`src/rtl/ram_ctrl.sv`:
```
// ram_ctrl: burst sequencer for the scratch RAM (posedge read, negedge write).
// Define RAM_CTRL_BOUNDS_EN to reject bursts leaving [0, NUMADDR) via cmd_err.
module ram_ctrl #(
  parameter int WORDSIZE = 16,
  parameter int ADDRSIZE = 5,
  parameter int NUMADDR  = 32
) (
  input  logic                clk,
  input  logic                rst,
  input  logic                cmd_valid,
  output logic                cmd_ready,
  input  logic                cmd_write,
  input  logic [ADDRSIZE-1:0] cmd_addr,
  input  logic [ADDRSIZE-1:0] cmd_len,
  input  logic                wdata_valid,
  output logic                wdata_ready,
  input  logic [WORDSIZE-1:0] wdata,
  output logic                rdata_valid,
  input  logic                rdata_ready,
  output logic [WORDSIZE-1:0] rdata,
  output logic                rdata_last,
  output logic                cmd_done,
`ifdef RAM_CTRL_BOUNDS_EN
  output logic                cmd_err,
`endif
  output logic [ADDRSIZE-1:0] ram_read_addr,
  output logic [ADDRSIZE-1:0] ram_write_addr,
  output logic                ram_rd_en,
  output logic                ram_wr_en,
  output logic                ram_cs,
  output logic [WORDSIZE-1:0] ram_data_in,
  input  logic [WORDSIZE-1:0] ram_data_out
);

  typedef enum logic [1:0] {
    IDLE,
    WRITE,
    READ,
    RD_DRAIN
  } state_e;

  localparam logic [ADDRSIZE-1:0] LAST_ADDR =
    ADDRSIZE'(NUMADDR - 1);
  localparam logic [ADDRSIZE-1:0] ONE = ADDRSIZE'(1);

  state_e state_q, state_d;

  logic [ADDRSIZE-1:0] addr_q, addr_d;
  logic [ADDRSIZE-1:0] cnt_q, cnt_d;
  logic [ADDRSIZE-1:0] raddr_q, raddr_d;
  logic [ADDRSIZE-1:0] waddr_q, waddr_d;
  logic [WORDSIZE-1:0] wdat_q, wdat_d;

  logic rd_en_q, rd_en_d;
  logic rd_last_q, rd_last_d;
  logic cap_q, cap_last_q;
  logic wr_en_q, wr_en_d;
  logic cs_q, cs_d;
  logic done_q, done_d;

  logic [WORDSIZE-1:0] fdata_q [2];
  logic [WORDSIZE-1:0] fdata_d [2];
  logic [1:0]          flast_q, flast_d;
  logic                rptr_q, rptr_d;
  logic                wptr_q, wptr_d;
  logic [1:0]          fcnt_q, fcnt_d;

  logic pop, push, room, oob;

  function automatic logic [ADDRSIZE-1:0] incr(
    input logic [ADDRSIZE-1:0] a
  );
    return (a == LAST_ADDR) ? '0 : a + ONE;
  endfunction

`ifdef RAM_CTRL_BOUNDS_EN
  logic              err_q, err_d;
  logic [ADDRSIZE:0] span;

  assign span = {1'b0, cmd_addr} + {1'b0, cmd_len};
  assign oob  = span >= (ADDRSIZE+1)'(NUMADDR);
  assign cmd_err = err_q;
`else
  assign oob = 1'b0;
`endif

  assign cmd_ready   = (state_q == IDLE);
  assign wdata_ready = (state_q == WRITE);
  assign rdata_valid = (fcnt_q != 2'd0);
  assign rdata       = fdata_q[rptr_q];
  assign rdata_last  = flast_q[rptr_q] & rdata_valid;
  assign cmd_done    = done_q;

  assign ram_read_addr  = raddr_q;
  assign ram_write_addr = waddr_q;
  assign ram_rd_en      = rd_en_q;
  assign ram_wr_en      = wr_en_q;
  assign ram_cs         = cs_q;
  assign ram_data_in    = wdat_q;

  assign pop  = rdata_valid & rdata_ready;
  assign push = cap_q;

  always_comb begin
    fdata_d = fdata_q;
    flast_d = flast_q;
    wptr_d  = wptr_q;
    rptr_d  = rptr_q;
    if (push) begin
      fdata_d[wptr_q] = ram_data_out;
      flast_d[wptr_q] = cap_last_q;
      wptr_d          = ~wptr_q;
    end
    if (pop) begin
      rptr_d = ~rptr_q;
    end
    fcnt_d = fcnt_q + 2'(push) - 2'(pop);
  end

  // A new issue lands in the FIFO two edges later; everything
  // ahead of it must leave at most one slot occupied by then.
  assign room = ({1'b0, fcnt_d} + 3'(rd_en_q)) < 3'd2;

  always_comb begin
    state_d   = state_q;
    addr_d    = addr_q;
    cnt_d     = cnt_q;
    raddr_d   = raddr_q;
    waddr_d   = waddr_q;
    wdat_d    = wdat_q;
    rd_en_d   = 1'b0;
    rd_last_d = 1'b0;
    wr_en_d   = 1'b0;
    done_d    = 1'b0;
`ifdef RAM_CTRL_BOUNDS_EN
    err_d     = 1'b0;
`endif
    unique case (state_q)
      IDLE: begin
        if (cmd_valid) begin
          if (oob) begin
            done_d = 1'b1;
`ifdef RAM_CTRL_BOUNDS_EN
            err_d  = 1'b1;
`endif
          end else if (cmd_write) begin
            state_d = WRITE;
            addr_d  = cmd_addr;
            cnt_d   = cmd_len;
          end else begin
            rd_en_d   = 1'b1;
            raddr_d   = cmd_addr;
            rd_last_d = (cmd_len == '0);
            addr_d    = incr(cmd_addr);
            cnt_d     = cmd_len - ONE;
            state_d   = (cmd_len == '0) ? RD_DRAIN : READ;
          end
        end
      end
      WRITE: begin
        if (wdata_valid) begin
          wr_en_d = 1'b1;
          waddr_d = addr_q;
          wdat_d  = wdata;
          addr_d  = incr(addr_q);
          cnt_d   = cnt_q - ONE;
          if (cnt_q == '0) begin
            state_d = IDLE;
            done_d  = 1'b1;
          end
        end
      end
      READ: begin
        if (room) begin
          rd_en_d   = 1'b1;
          raddr_d   = addr_q;
          rd_last_d = (cnt_q == '0);
          addr_d    = incr(addr_q);
          cnt_d     = cnt_q - ONE;
          if (cnt_q == '0) begin
            state_d = RD_DRAIN;
          end
        end
      end
      RD_DRAIN: begin
        if (pop && rdata_last) begin
          state_d = IDLE;
          done_d  = 1'b1;
        end
      end
      default: ;
    endcase
    // Keep the RAM selected while a write commits or read data is in flight.
    cs_d = (state_d != IDLE) | rd_en_d | wr_en_d | rd_en_q;
  end

  always_ff @(posedge clk) begin
    if (rst) begin
      state_q    <= IDLE;
      addr_q     <= '0;
      cnt_q      <= '0;
      raddr_q    <= '0;
      waddr_q    <= '0;
      wdat_q     <= '0;
      rd_en_q    <= 1'b0;
      rd_last_q  <= 1'b0;
      cap_q      <= 1'b0;
      cap_last_q <= 1'b0;
      wr_en_q    <= 1'b0;
      cs_q       <= 1'b0;
      done_q     <= 1'b0;
      fdata_q    <= '{default: '0};
      flast_q    <= '0;
      rptr_q     <= 1'b0;
      wptr_q     <= 1'b0;
      fcnt_q     <= '0;
`ifdef RAM_CTRL_BOUNDS_EN
      err_q      <= 1'b0;
`endif
    end else begin
      state_q    <= state_d;
      addr_q     <= addr_d;
      cnt_q      <= cnt_d;
      raddr_q    <= raddr_d;
      waddr_q    <= waddr_d;
      wdat_q     <= wdat_d;
      rd_en_q    <= rd_en_d;
      rd_last_q  <= rd_last_d;
      cap_q      <= rd_en_q;
      cap_last_q <= rd_last_q;
      wr_en_q    <= wr_en_d;
      cs_q       <= cs_d;
      done_q     <= done_d;
      fdata_q    <= fdata_d;
      flast_q    <= flast_d;
      rptr_q     <= rptr_d;
      wptr_q     <= wptr_d;
      fcnt_q     <= fcnt_d;
`ifdef RAM_CTRL_BOUNDS_EN
      err_q      <= err_d;
`endif
    end
  end

endmodule

```
`config.mk`:
```
export PLATFORM = sky130hd
export DESIGN_NAME = ram_ctrl
export DESIGN_NICKNAME = d
export VERILOG_FILES = /design/src/rtl/ram_ctrl.sv
export SDC_FILE = /design/constraint.sdc
export NUM_CORES = 1
export LEC_CHECK = 0
export ABC_AREA = 1
export CAP_MARGIN = 20
export CORE_MARGIN = 2
export CORE_UTILIZATION = 49
export DETAILED_ROUTE_END_ITERATION = 10
export GPL_ROUTABILITY_DRIVEN = 0
export PLACE_DENSITY = 0.82
export SKIP_LAST_GASP = 1
export SLEW_MARGIN = 5
export SYNTH_ARGS = -nofsm -noshare
export SYNTH_HDL_FRONTEND = slang
export SYNTH_SLANG_ARGS = --single-unit
```
`constraint.sdc`:
```
create_clock -name clk -period 2.6 [get_ports clk]
set_input_delay 0.39 -clock clk [delete_from_list [all_inputs] [get_ports clk]]
set_output_delay 0.39 -clock clk [all_outputs]
set_load 0.02 [all_outputs]
```
Yosys cells after proc, flatten, opt, wreduce, memory -nomap -nowiden
Cells that the tools add are included.
- bits in registers: 83
- input bits: 48
- logic and storage cells: 114
- add/sub/neg operators: 7
- order comparisons: 7
- equality and inequality tests: 9
- muxes and demuxes: 50
- bitwise operators: 9
- reduce and logical (&&, ||, !) cells: 13
- operator list (operator ; count):
    5-bit 2-to-1 mux ; 13
    16-bit 2-to-1 mux ; 4
    32-bit bitwise mux ; 1
    5-bit one-hot mux with 3 select lines ; 2
    16-bit demux with 1-bit select ; 1
    1-bit 2-to-1 mux ; 15
    2-bit 2-to-1 mux ; 7
    5-bit by 1-bit adder with 5-bit output, second input constant ; 2
    5-bit equality test, second input constant ; 2
    5-bit logical NOT ; 2
    5-bit one-hot mux with 2 select lines ; 1
    5-bit by 1-bit subtractor with 5-bit output, second input constant ; 2
    2-bit inequality test, second input constant ; 4
    2-bit one-hot mux with 4 select lines ; 1
    4-bit AND reduction ; 2
    1-bit one-hot mux with 2 select lines ; 3
    2-bit nonzero test ; 3
    2-bit equality test, second input constant ; 2
    2-bit greater-or-equal comparator, second input constant ; 2
    1-bit by 2-bit < comparator with 1-bit output, second input constant ; 2
    1-bit NOT with 2-bit output ; 2
    2-bit by 1-bit adder with 3-bit output ; 1
    1-bit logical AND ; 3
    3-bit by 2-bit < comparator with 1-bit output, second input constant ; 1
    other kinds (13) ; 17

Logic depth before layout (Yosys ltp)
- depth after elaboration: 11
- mapped depth: 18

Worst setup path before layout
OpenSTA, ideal clock, no wires.
- path type: register to register
- start point: reg fcnt_q[1]
- end point: reg addr_q[3]
- data arrival time: 2011 ps
- required time: 2485 ps
- slack: 474 ps
- cell stages (with the launch flop): 18
- path buffers: 1
- cell sequence: dfxtp_1 -> inv_1 -> nand2_1 -> nand2_1 -> inv_1 -> ha_1 -> inv_1 -> ha_1 -> inv_1 -> nand2_1 -> nand2_1 -> nand2_1 -> nand2_2 -> nand2_2 -> nand2_4 -> nand3_4 -> buf_6 -> o21a_1
- word-level cells in the longest chain between the ends: 7
- elaborated cells between the ends (all ways): 8
- RTL lines (what ; RTL line ; RTL):
    start, declared ; 66 ; logic [1:0] fcnt_q, fcnt_d;
    start signal, assigned ; 238 ; fcnt_q <= fcnt_d;
    2-bit nonzero test ; 89 ; assign rdata_valid = (fcnt_q != 2'd0);
    named net rdata_valid ; 18 ; output logic rdata_valid,
    1-bit AND ; 101 ; assign pop = rdata_valid & rdata_ready;
    named net pop ; 68 ; logic pop, push, room, oob;
    2-bit by 1-bit subtractor with 2-bit output ; 117 ; fcnt_d = fcnt_q + 2'(push) - 2'(pop);
    2-bit by 1-bit adder with 3-bit output ; 122 ; assign room = ({1'b0, fcnt_d} + 3'(rd_en_q)) < 3'd2;
    3-bit by 2-bit < comparator with 1-bit output ; 122 ;
    2-bit inequality test (no source line) ; n/a ;
    4-bit AND reduction (no source line) ; n/a ;
    end signal, assigned ; 222 ; addr_q <= addr_d;
    end, declared ; 48 ; logic [ADDRSIZE-1:0] addr_q, addr_d;
The timed path passes the listed nets, and every way through them passes these cells.
A chain may end at the register's enable or synchronous reset.

Worst setup path in the final report
- start point: in rdata_ready
- end point: reg cnt_q[0]
- word-level cells in the longest chain between the ends: 6
- RTL lines (what ; RTL line ; RTL):
    start, declared ; 19 ; input logic rdata_ready,
    1-bit AND ; 101 ;
    named net pop ; 68 ;
    2-bit by 1-bit subtractor with 2-bit output ; 117 ;
    2-bit by 1-bit adder with 3-bit output ; 122 ;
    3-bit by 2-bit < comparator with 1-bit output ; 122 ;
    2-bit inequality test (no source line) ; n/a ;
    4-bit AND reduction (no source line) ; n/a ;
    end signal, assigned ; 223 ; cnt_q <= cnt_d;
    end, declared ; 49 ; logic [ADDRSIZE-1:0] cnt_q, cnt_d;
The timed path passes the listed nets, and every way through them passes these cells.

==> results.md <==
* ANT nets after route at 0
* Fin cells at 740
* Io pins at around 100
* Antenna Cells at 0
* CTS buffer count at 9
* Vias in the first global route at approximately 3600
* Max Clock Freq at 433 MHz
* WP buf/inv at 4
* Status: finished clean
* Crit end category: flip-flop
* Critical path type: input port to flip-flop
* Commonest non-fill, non-tap cell in the layout: nor2_1
* CTS tree: built
* Post_cts resized at 0
* Maximum vdd drop at between 0.0003 and 0.0004 V
* Die area at approximately 8500 µm²
* Global-route wire length before repair at about 16000 µm
* Top Family by Delay on Critical Path: simple AND/OR/NAND/NOR gates
* Setup total negative slack at 0 ps
* CTS clk-pin slew, worst paths at 80 ps
* Synth-to-Final Area Change at 32.9%
* Final min period at roughly 2300 ps
* Placed wire-length estimate at 6880 µm
* Buffers inserted by post-CTS timing repair at 0
* Pin count of the biggest net entering global routing at 36
* Row cnt at 32
* Sequential area share after synthesis at a little over two fifths
* Relative slew slack at 53.3%
* Worst-case clock skew at around 11 ps
* Worst path required time at between 2000 and 3000 ps
* Endpoints failing hold at 0
* Reg2Reg Depth at 17
* Yosys reg bits at 83
* FFs w/ async S/R, synth at 0%
* Crit. path cell count at 16
* Most frequent cells in the layout: 124 x nor2_1, 105 x nand2_1, 97 x clkdlybuf4s50_1
* Hold path cells at 2
* Yosys synthesis warning count at 0
* Root buffer cell: clkbuf_8
* 1st-pass router iterations at 4
* Nets at between 600 and 700
* CTS Buffer Depth at 2
* Worst-path maximum fanout at 19
* Primary FF master, synth: dfxtp_1
* Clock Sink Count at between 80 and 90
* Max Slew Vio Count at 0
* CP max-delay cell: clkdlybuf4s50_1
* Drt wl/cell at 12.9 µm
* Starting density of the core at 50.0%
* Max_cap viols at 0
* Share of cells above drive strength 1 at under 10%
* Post-Syn Instances at between 500 and 600
* Iteration-0 DRC Markers at ~130
* Die height at ~90 µm
* Total Routed Length at about 9600 µm
* Clock Latency Late Sink at 360 ps
* Startpoint types: input port
* Crit path largest cell delay at roughly 440 ps
* Syn Nets at around 600
* Worst-Margin Slew at between 600 and 700 ps
* P per Cell Area at between 600 and 700 nW/µm²
* Mean Syn Cell Area at 7.04 µm²
* Arr. time, crit path at 2540 ps
* Via count at between 3000 and 4000
* Die width at between 90 and 100 µm
* Initial antenna violation count at 0
* H-tree Lvls at 3
* Post-synth EDFFs at 0
* RSZ-0062 raised after global routing: no
* Leakage at 2.15 nW
* Tot GR Track Use at between 20% and 30%
* Vias/cell at 5.04
* Core Footprint at 7650 µm²
* Placed instance count at around 720
* Final period util at roughly nine tenths
* Setup violations, final at 0
* Synth unique cells at 36
* Type of the tightest min-delay check: flip-flop to flip-flop
* Grt ovf at 0
* CP Cell Sequence: clkdlybuf4s50_1 > nand2_1 > inv_1 > ha_1 > inv_1 > ha_1 > inv_1 > nand2_1 > nand2_1 > nand2_1 > nand2_2 > nand2_2 > nand2_4 > nand3_4 > o21ai_0 > a21oi_1
* Most used cell, CP: nand2_1
* Remaining DRCs at 0
* Mapped cell area at between 3000 and 4000 µm²
* Post-cts hold buffer count at 0
* Port bufs at 97
-- layer usage --
metal	GRT usage [%]	share of wire, %
met1	27.3	43
met4	7.34	1.7
met3	4.64	4.6
met2	40.7	51
met5	0	0
-- final timing paths --
path,startpoint,end,slack [ps]
hold / removal,rd_last_q$_SDFF_PP0_,cap_last_q$_SDFF_PP0_,410
setup reg to reg,fcnt_q[1]$_SDFF_PP0_,cnt_q[0]$_SDFFE_PP0P_,300
hold reg to reg,rd_last_q$_SDFF_PP0_,cap_last_q$_SDFF_PP0_,410
setup / recovery,rdata_ready,cnt_q[0]$_SDFFE_PP0P_,290
-- layout make-up --
class | count | area (µm²)
fillers | 664 | 2560
multi-input cells | 394 | 1880
flip-flops and latches | 83 | 1660
repair buffers | 102 | 1010
inverters | 43 | 165
clock buffers | 10 | 128
well taps | 102 | 128
clock inverters | 6 | 114
-- cell usage after synthesis, types with 6 or more instances --
cell type,n,area (µm²)
dfxtp_1,83,1660
o21ai_0,72,360
nand4_1,7,43.8
a21oi_1,25,125
xor2_1,6,52.6
nand2_1,105,394
nand3_1,14,70.1
inv_1,37,139
buf_2,6,30.0
o21ai_1,7,35.0
clkbuf_1,11,41.3
nor2_1,124,465
ha_1,14,175
-- kinds of logic after synthesis --
logic type | count (synthesis) | synth area share (%)
AO/OA/AOI/OAI | 115 | 15.7
XOR/XNOR | 6 | 1.37
adder cells (fa/ha/maj) | 14 | 4.58
buffers and inverters | 66 | 7.43
flip-flops | 83 | 43.5
AND/OR/NAND/NOR | 259 | 27.5
-- power breakdown --
part	leakage [nW]	switching (mW)	internal (mW)	total, mW
logic	1.36	0.534	0.365	0.899
registers	0.676	0.0627	1.37	1.43
clock network	0.113	0.472	0.640	1.11
-- through the flow --
stage | hold WS, ps | utilization (%) | setup WS [ps] | power [mW] | instance area (µm²)
floorplan | 388 | - | 474 | 2.03 | 3820
global placement | 393 | 63.3 | 138 | 2.33 | 4840
detailed placement | 403 | 63.3 | -6.17 | 2.36 | 4840
CTS | 408 | 66.5 | 336 | 3.46 | 5080
finish | 413 | 66.5 | 292 | 3.45 | 5080
global route | 433 | 66.5 | 101 | 3.61 | 5080
-- worst min-delay path, stage by stage (launching register included) --
cell,delay [ps]
dfxtp_1,300
inv_1,40
nor2_1,30
-- registers in the layout (all words and copies together) (netlist names), 2 cells and up --
name / count
ram_data_in: 16
state_q: 2
ram_read_addr: 5
cnt_q: 5
fcnt_q: 2
flast_q: 2
addr_q: 5
ram_write_addr: 5
fdata_q: 32
Power figures use the tool's default switching activity.
